`src/rtl/snake_sprite_compositor.sv`:
```
// NUM_SNAKES head sprites over background; optional overlap detect via SNAKE_COLLISION_EN.
// Latency ROM_LAT+1 cycles DrawX->rgb; streaming, no backpressure, one pixel per clock.
module snake_sprite_compositor #(
  parameter int          NUM_SNAKES = 2,
  parameter int          SPRITE_DIM = 24,
  parameter int          ROM_LAT    = 1,
  parameter logic [11:0] TRANSP_KEY = 12'hF0F,
  parameter logic [1:0]  RESET_DIR  = 2'b11,
  localparam int         ADDR_W     = $clog2(SPRITE_DIM*SPRITE_DIM)
) (
  input  logic                         Clk,
  input  logic                         Reset,
  input  logic [9:0]                   DrawX,
  input  logic [9:0]                   DrawY,
  input  logic                         blank,
  input  logic                         frame_start,
  input  logic [10*NUM_SNAKES-1:0]     snake_x,
  input  logic [10*NUM_SNAKES-1:0]     snake_y,
  input  logic [2*NUM_SNAKES-1:0]      dir_req,
  input  logic [NUM_SNAKES-1:0]        dir_valid,
  output logic [ADDR_W*NUM_SNAKES-1:0] sprite_addr,
  output logic [2*NUM_SNAKES-1:0]      sprite_dir,
  input  logic [12*NUM_SNAKES-1:0]     sprite_rgb,
  input  logic [11:0]                  bgd_rgb,
  output logic [3:0]                   red,
  output logic [3:0]                   green,
  output logic [3:0]                   blue,
  output logic                         collision,
  output logic [NUM_SNAKES-1:0]        collision_mask
);

  localparam logic [10:0] HALF = 11'(SPRITE_DIM/2);

  logic [10:0]           px, py, px_h, py_h;
  logic [NUM_SNAKES-1:0] hit;
  logic [NUM_SNAKES-1:0] hit_al;
  logic [NUM_SNAKES-1:0] opq;
  logic                  blank_al;

  // Widened to 11 bits so the window edges never wrap at the screen borders.
  assign px   = {1'b0, DrawX};
  assign py   = {1'b0, DrawY};
  assign px_h = px + HALF;
  assign py_h = py + HALF;

  genvar g;
  for (g = 0; g < NUM_SNAKES; g++) begin : g_snake
    logic [10:0] sx, sy, col, row;
    logic [1:0]  pend_q, pend_d, comm_q, comm_d;
    logic        legal;

    assign sx     = {1'b0, snake_x[10*g +: 10]};
    assign sy     = {1'b0, snake_y[10*g +: 10]};
    assign hit[g] = (px_h >= sx) && (px < sx + HALF) && (py_h >= sy) && (py < sy + HALF);
    assign col    = px_h - sx;
    assign row    = py_h - sy;
    assign sprite_addr[ADDR_W*g +: ADDR_W] =
      ADDR_W'(col) + ADDR_W'(row) * ADDR_W'(SPRITE_DIM);

    // Reversal is judged against the committed heading, not the pending one.
    assign legal = dir_valid[g] && (dir_req[2*g +: 2] != (comm_q ^ 2'b10));

    always_comb begin
      pend_d = legal ? dir_req[2*g +: 2] : pend_q;
      comm_d = frame_start ? pend_d : comm_q;
    end

    always_ff @(posedge Clk) begin
      if (Reset) begin
        pend_q <= RESET_DIR;
        comm_q <= RESET_DIR;
      end else begin
        pend_q <= pend_d;
        comm_q <= comm_d;
      end
    end

    assign sprite_dir[2*g +: 2] = comm_q;
    assign opq[g] = hit_al[g] && (sprite_rgb[12*g +: 12] != TRANSP_KEY);
  end

  logic [NUM_SNAKES-1:0] hit_sr_q [ROM_LAT];
  logic [ROM_LAT-1:0]    blank_sr_q;

  always_ff @(posedge Clk) begin
    if (Reset) begin
      for (int i = 0; i < ROM_LAT; i++) begin
        hit_sr_q[i]   <= '0;
        blank_sr_q[i] <= 1'b0;
      end
    end else begin
      hit_sr_q[0]   <= hit;
      blank_sr_q[0] <= blank;
      for (int i = 1; i < ROM_LAT; i++) begin
        hit_sr_q[i]   <= hit_sr_q[i-1];
        blank_sr_q[i] <= blank_sr_q[i-1];
      end
    end
  end

  assign hit_al   = hit_sr_q[ROM_LAT-1];
  assign blank_al = blank_sr_q[ROM_LAT-1];

  logic [11:0] rgb_d, rgb_q;

  // Descending scan so the lowest-index opaque snake is the final winner.
  always_comb begin
    rgb_d = '0;
    if (blank_al) begin
      rgb_d = bgd_rgb;
      for (int i = NUM_SNAKES-1; i >= 0; i--) begin
        if (opq[i]) rgb_d = sprite_rgb[12*i +: 12];
      end
    end
  end

  always_ff @(posedge Clk) begin
    if (Reset) rgb_q <= '0;
    else       rgb_q <= rgb_d;
  end

  assign red   = rgb_q[11:8];
  assign green = rgb_q[7:4];
  assign blue  = rgb_q[3:0];

`ifdef SNAKE_COLLISION_EN
  logic [NUM_SNAKES-1:0] acc_q, acc_d, mask_q, mask_d, acc_base;
  logic                  coll_q, coll_d, multi;

  // An overlap on the frame_start pixel lands in the freshly cleared accumulator.
  always_comb begin
    multi    = blank_al && ($countones(opq) > 1);
    acc_base = frame_start ? '0 : acc_q;
    acc_d    = multi ? (acc_base | opq) : acc_base;
    coll_d   = frame_start ? (|acc_q) : coll_q;
    mask_d   = frame_start ? acc_q : mask_q;
  end

  always_ff @(posedge Clk) begin
    if (Reset) begin
      acc_q  <= '0;
      mask_q <= '0;
      coll_q <= 1'b0;
    end else begin
      acc_q  <= acc_d;
      mask_q <= mask_d;
      coll_q <= coll_d;
    end
  end

  assign collision      = coll_q;
  assign collision_mask = mask_q;
`else
  assign collision      = 1'b0;
  assign collision_mask = '0;
`endif

endmodule

```
`config.mk`:
```
export PLATFORM = sky130hd
export DESIGN_NAME = snake_sprite_compositor
export DESIGN_NICKNAME = d
export VERILOG_FILES = /design/src/rtl/snake_sprite_compositor.sv
export SDC_FILE = /design/constraint.sdc
export NUM_CORES = 1
export LEC_CHECK = 0
export CAP_MARGIN = 20
export CORE_UTILIZATION = 45
export DETAILED_ROUTE_END_ITERATION = 10
export PLACE_DENSITY = 0.8
export SYNTH_ARGS = -nofsm -noshare
export SYNTH_HDL_FRONTEND = slang
export SYNTH_SLANG_ARGS = --single-unit
```
`constraint.sdc`:
```
create_clock -name Clk -period 9 [get_ports Clk]
set_input_delay 2.7 -clock Clk [delete_from_list [all_inputs] [get_ports Clk]]
set_output_delay 2.7 -clock Clk [all_outputs]
set_load 0.005 [all_outputs]
```
# Word level (Yosys, flattened, before mapping)
# Memory sizes are Yosys's and may differ from the RTL's.
# Cells that the tools add are included.
# op_classes
reduce_logical	12
eq_ne	4
bitwise_logic	3
muxes	9
mul	2
addsub	12
order_cmp	8
# op_table
op	count
10-bit by 4-bit adder with 11-bit output (second input constant)	6
11-bit by 10-bit greater-or-equal comparator with 1-bit output	4
10-bit by 11-bit less-than comparator with 1-bit output	4
10-bit subtractor	4
12-bit two-way mux	2
12-bit inequality test (second input constant)	2
10-bit adder	2
10-bit by 2-bit multiplier with 7-bit output (second input constant)	2
1-bit logical AND	10
2-bit two-way mux	3
1-bit two-way mux	4
2-bit inequality test	2
2-bit OR reduction	2
1-bit NOT	3
# totals
ramBits	2
mem_count	1
ff_bits	21
wordCells	57
out_inout_bits	39
# memory_table
name	words	word_bits	rd	rd_clocked_by_memory_dff	wr	line	text
hit_sr_q	1	2	1	0	1	82	logic [NUM_SNAKES-1:0] hit_sr_q [ROM_LAT];

# Longest topological paths before layout
# Gate-level depths: netlist of the first run.
# logic_depth
ltp_word	6
mapped_depth	19

# Worst setup path before layout of the first run
# OpenSTA, ideal clock, no wires.
# synth_path
kind	input to output
from	input port DrawY[0]
to	output port sprite_addr[19]
path_buffers	0
arrival_time_ns	6.105
slack_ns	0.195
cell_stages	16
path_cell_list	inv_1 > ha_1 > inv_1 > fa_1 > xor2_1 > xor2_1 > ha_1 > o31ai_1 > nor2_1 > nor2_1 > xnor2_1 > fa_1 > ha_1 > o41a_2 > xnor2_2 > xnor2_1
# synth_between
elab_chain_len	4
# synth_lines
item	line	text
start, declared	14	input logic [9:0] DrawY,
10-bit by 4-bit adder with 11-bit output	44	assign py_h = py + HALF;
10-bit subtractor	56	assign row = py_h - sy;
10-bit by 2-bit multiplier with 7-bit output	58	ADDR_W'(col) + ADDR_W'(row) * ADDR_W'(SPRITE_DIM);
10-bit adder	58	
end, declared	21	output logic [ADDR_W*NUM_SNAKES-1:0] sprite_addr,
# No other way between the ends.

# Worst setup path in the final report of the first run
# layout_path
from	input port DrawY[3]
to	output port sprite_addr[9]
# The elaborated chain is that of the path after synthesis.

==> results.py, run 1 <==
metrics = {
    "floorplan": {
        "placementRows": 37,
        "die_w_um": 107.0,
        "start_util_pct": 47.24,
        "dieArea_um2": 11460,
        "io_pins": 145,
        "core-area_um2": 10510,
        "die-height_um": 107.0,
    },
    "global_routing": {
        "track_usage_pct": 27.80,
        "grt_start_max_net_pins": 14,
        "grt_pass1_vias": 5478,
        "grt.overflow.total": 0,
        "antenna_found_initial": 0,
        "grt_pass1_wl_um": 25700,
    },
    "run": {
        "maxCapViolations": 0,
    },
    "critical_path": {
        "crit_family": "adder cells",
        "path_max_fanout": 4,
        "slowest_delay_ns": 0.60,
        "worst-path-buf-inv": 6,
        "crit_top_cell": "ha_4",
        "startpoint_type": "primary input",
        "critical_path_class": "primary input to output pin",
        "cp.depth": 20,
        "worstRegToRegCells": 5,
        "crit_required_ns": 6.30,
        "reg2reg_slack_ns": 7.64,
        "cp.arrival_ns": 6.29,
        "worst_path_max_delay_cell": "fa_1",
        "crit_path_end_kind": "output pin",
        "crit_path_cell_trace": "buf_6, inv_2, ha_4, inv_4, buf_12, ha_4, buf_4, nor2_1, a21oi_2, ha_1, a21oi_2, o21ai_2, xor2_1, fa_1, ha_4, o21a_1, o2bb2ai_2, xnor3_1, xnor2_2, buf_2",
    },
    "power": {
        "power.leakage_nw": 3.723,
        "vdd_drop_max_uv": 258.9,
        "p_per_area_nw_per_um2": 195.7,
    },
    "yosys": {
        "syn_avg_cell_area_um2": 8.302,
        "ys_types": 57,
        "ys_warn_count": 0,
        "syn_inst": 598,
        "synth_flop_cell": "dfxtp_1",
        "synth_enable_flop_cells": 0,
        "syn-cell-area_um2": 4965,
        "ys_seq_area_share_pct": 9.274,
        "async_reset_ff_share_pct": 0,
        "ys_seq_elements": 23,
    },
    "timing": {
        "period_needed_ns": 8.990,
        "tns_ns": 0,
        "slew-limit-headroom_pct": 48.31,
        "fmax_mhz": 111.2,
        "slew_viol_final": 0,
        "rsz0062_at_grt": "yes",
        "fin_skew_ns": 0.003283,
        "holdWs_ns": 0.5281,
        "worst_slew_pin_slew_ns": 0.7708,
        "timing.final.ws_setup_ns": 0.009872,
        "period_share_pct": 99.89,
        "finalSetupViolCount": 0,
        "finalHoldViolations": 0,
    },
    "clocking": {
        "path_clk_slew_ns": 0.08,
        "cts_buffers": 3,
        "cts_root_buf": "clkbuf_8",
        "clk_latency_ns": 0.26,
        "cts_max_level": 1,
        "hold_buffers": 0,
        "clock_sinks": 23,
        "cts_tree": "built",
        "clock_path_buffers": 2,
    },
    "final_layout": {
        "final_cell_mix": "122 x clkdlybuf4s50_1, 106 x buf_4, 80 x ha_1",
        "fin_nets": 1075,
        "antenna_cells": 0,
        "layout-drive-gt1-share_pct": 25.30,
        "areaGrowthSynthToFinish_pct": 59.07,
        "final_common_cell": "clkdlybuf4s50_1",
    },
    "placement": {
        "pre_cts_slack_ns": -1.013,
        "gp_congestion": 0.8984,
        "place_hpwl_um": 12820,
        "io_buffers": 141,
    },
    "routing": {
        "avgRoutedWirePerCell_um": 16.74,
        "drt_wl_total_um": 16440,
        "antenna_left": 0,
        "first_pass_iters": 4,
        "routed_via_density": 5.466,
        "dr_total_vias": 5368,
        "drc": 0,
        "drt-initial-drc-count": 267,
    },
    "status": {
        "outcome": "finished clean",
    },
    "worst_hold_path": {
        "hold_class": "flop to flop",
        "hold_depth": 2,
    },
}
## where the power goes
| part | internal [mW] | switching, mW |
|---|---|---|
| clock | 0.0309 | 0.0340 |
| sequential | 0.108 | 0.00413 |
| combinational | 0.793 | 0.575 |
| total | 0.932 | 0.613 |
## kinds of logic (layout without fill, tap and decap cells)
| group | count (synthesis) | after routing | share of synthesized area [%] |
|---|---|---|---|
| mux | 10 | 10 | 2.016 |
| buf+inv | 84 | 330 | 6.754 |
| other cells | 1 | 3 | 0.07553 |
| simple gates | 125 | 125 | 12.95 |
| flops | 23 | 23 | 9.274 |
| compound gates | 156 | 156 | 20.99 |
| xor+xnor | 77 | 77 | 14.01 |
| fa+ha+maj | 122 | 122 | 33.92 |
## cells in the mapped netlist, drive strengths merged, types with 2 or more instances
cell	count	area (um2)
nand3	9	45.04
o21bai	9	67.56
a21oi	34	170.2
a31oi	4	25.02
mux2i	10	100.1
nor2	33	123.9
o31a	3	27.53
xor2	22	192.7
nand2b	5	31.28
o2111ai	5	43.79
o22ai	6	37.54
o21ai	27	135.1
o31ai	6	45.04
dfxtp	23	460.4
xnor2	54	480.5
fa	21	420.4
a211o	3	26.28
clkbuf	4	15.01
o211ai	4	30.03
nand4bb	2	22.52
a211oi	14	105.1
nor3	19	100.1
nor2b	11	76.32
a21boi	2	15.01
or2	7	43.79
buf	5	38.78
o21a	7	52.55
and3	3	18.77
nand4b	4	35.03
a21o	20	151.4
ha	101	1264
nand2	23	86.33
nand4	3	18.77
nor4	3	18.77
inv	75	281.5
a311oi	4	35.03
## worst min-delay path: cells and delay by family, from the launching register on
family	cells	cell delay, ns
DFF	1	0.34
AOI/OAI and AO/OA	1	0.07
buffers and inverters	1	0.07
## worst paths after layout
check                                          start                    to
worst max-delay path                        DrawY[3]        sprite_addr[9]
worst min-delay path            g_snake[0].comm_q[1]  g_snake[0].comm_q[1]
worst max register to register  g_snake[1].comm_q[1]  g_snake[1].comm_q[0]
worst min register to register  g_snake[0].comm_q[1]  g_snake[0].comm_q[1]
## layout make-up
cell class / instances / area, um2
fillers: 688 / 2611
well taps: 136 / 170.2
inverters: 75 / 289.0
flip-flops and latches: 23 / 460.4
multi-input cells: 493 / 4692
repair buffers: 251 / 2240
clock buffers: 3 / 41.29
clock inverters: 1 / 5.005
## layer usage
layer | up-vias | part of all wire, % | track usage, %
met4 | 0 | 1.9 | 5.773
li1 | 2612 | - | -
met2 | 152 | 53 | 52.67
met3 | 29 | 3.1 | 2.310
met5 | - | 0 | 0
met1 | 2575 | 42 | 33.87
## registers in the layout (all words and copies together), names as in the netlist
name            cells
blank_al            1
g_snake.comm_q      4
g_snake.pend_q      4
hit_sr_q            2
rgb_q              12
## stage by stage
| step | instance area (um2) | power, mW | util [%] | instances |
|---|---|---|---|---|
| after floorplan | 4972 | 0.7503 | - | 600 |
| after global placement | 7208 | 1.298 | 68.59 | 961 |
| after detailed placement | 7208 | 1.336 | 68.59 | 961 |
| after CTS | 7680 | 1.469 | 73.08 | 974 |
| after global routing | 7898 | 1.674 | 75.15 | 982 |
| final | 7898 | 1.545 | 75.15 | 982 |
## timing repair
action / in CTS / in global routing
endpoints found under the setup margin: 9 / 7
pin swaps: 50 / 41
setup buffers: 9 / 7
resized for setup: 99 / 45
endpoints found under the hold margin: 0 / 0
cloned: 0 / 0
Note: power is estimated with default switching activity, not from simulation.
==> run 2, diff against run 1 <==
CTS_CLUSTER_SIZE = 28   (was not set)
==> results of run 2 <==
Same layout as run 1: the final DEF is identical, and so are final timing and power.
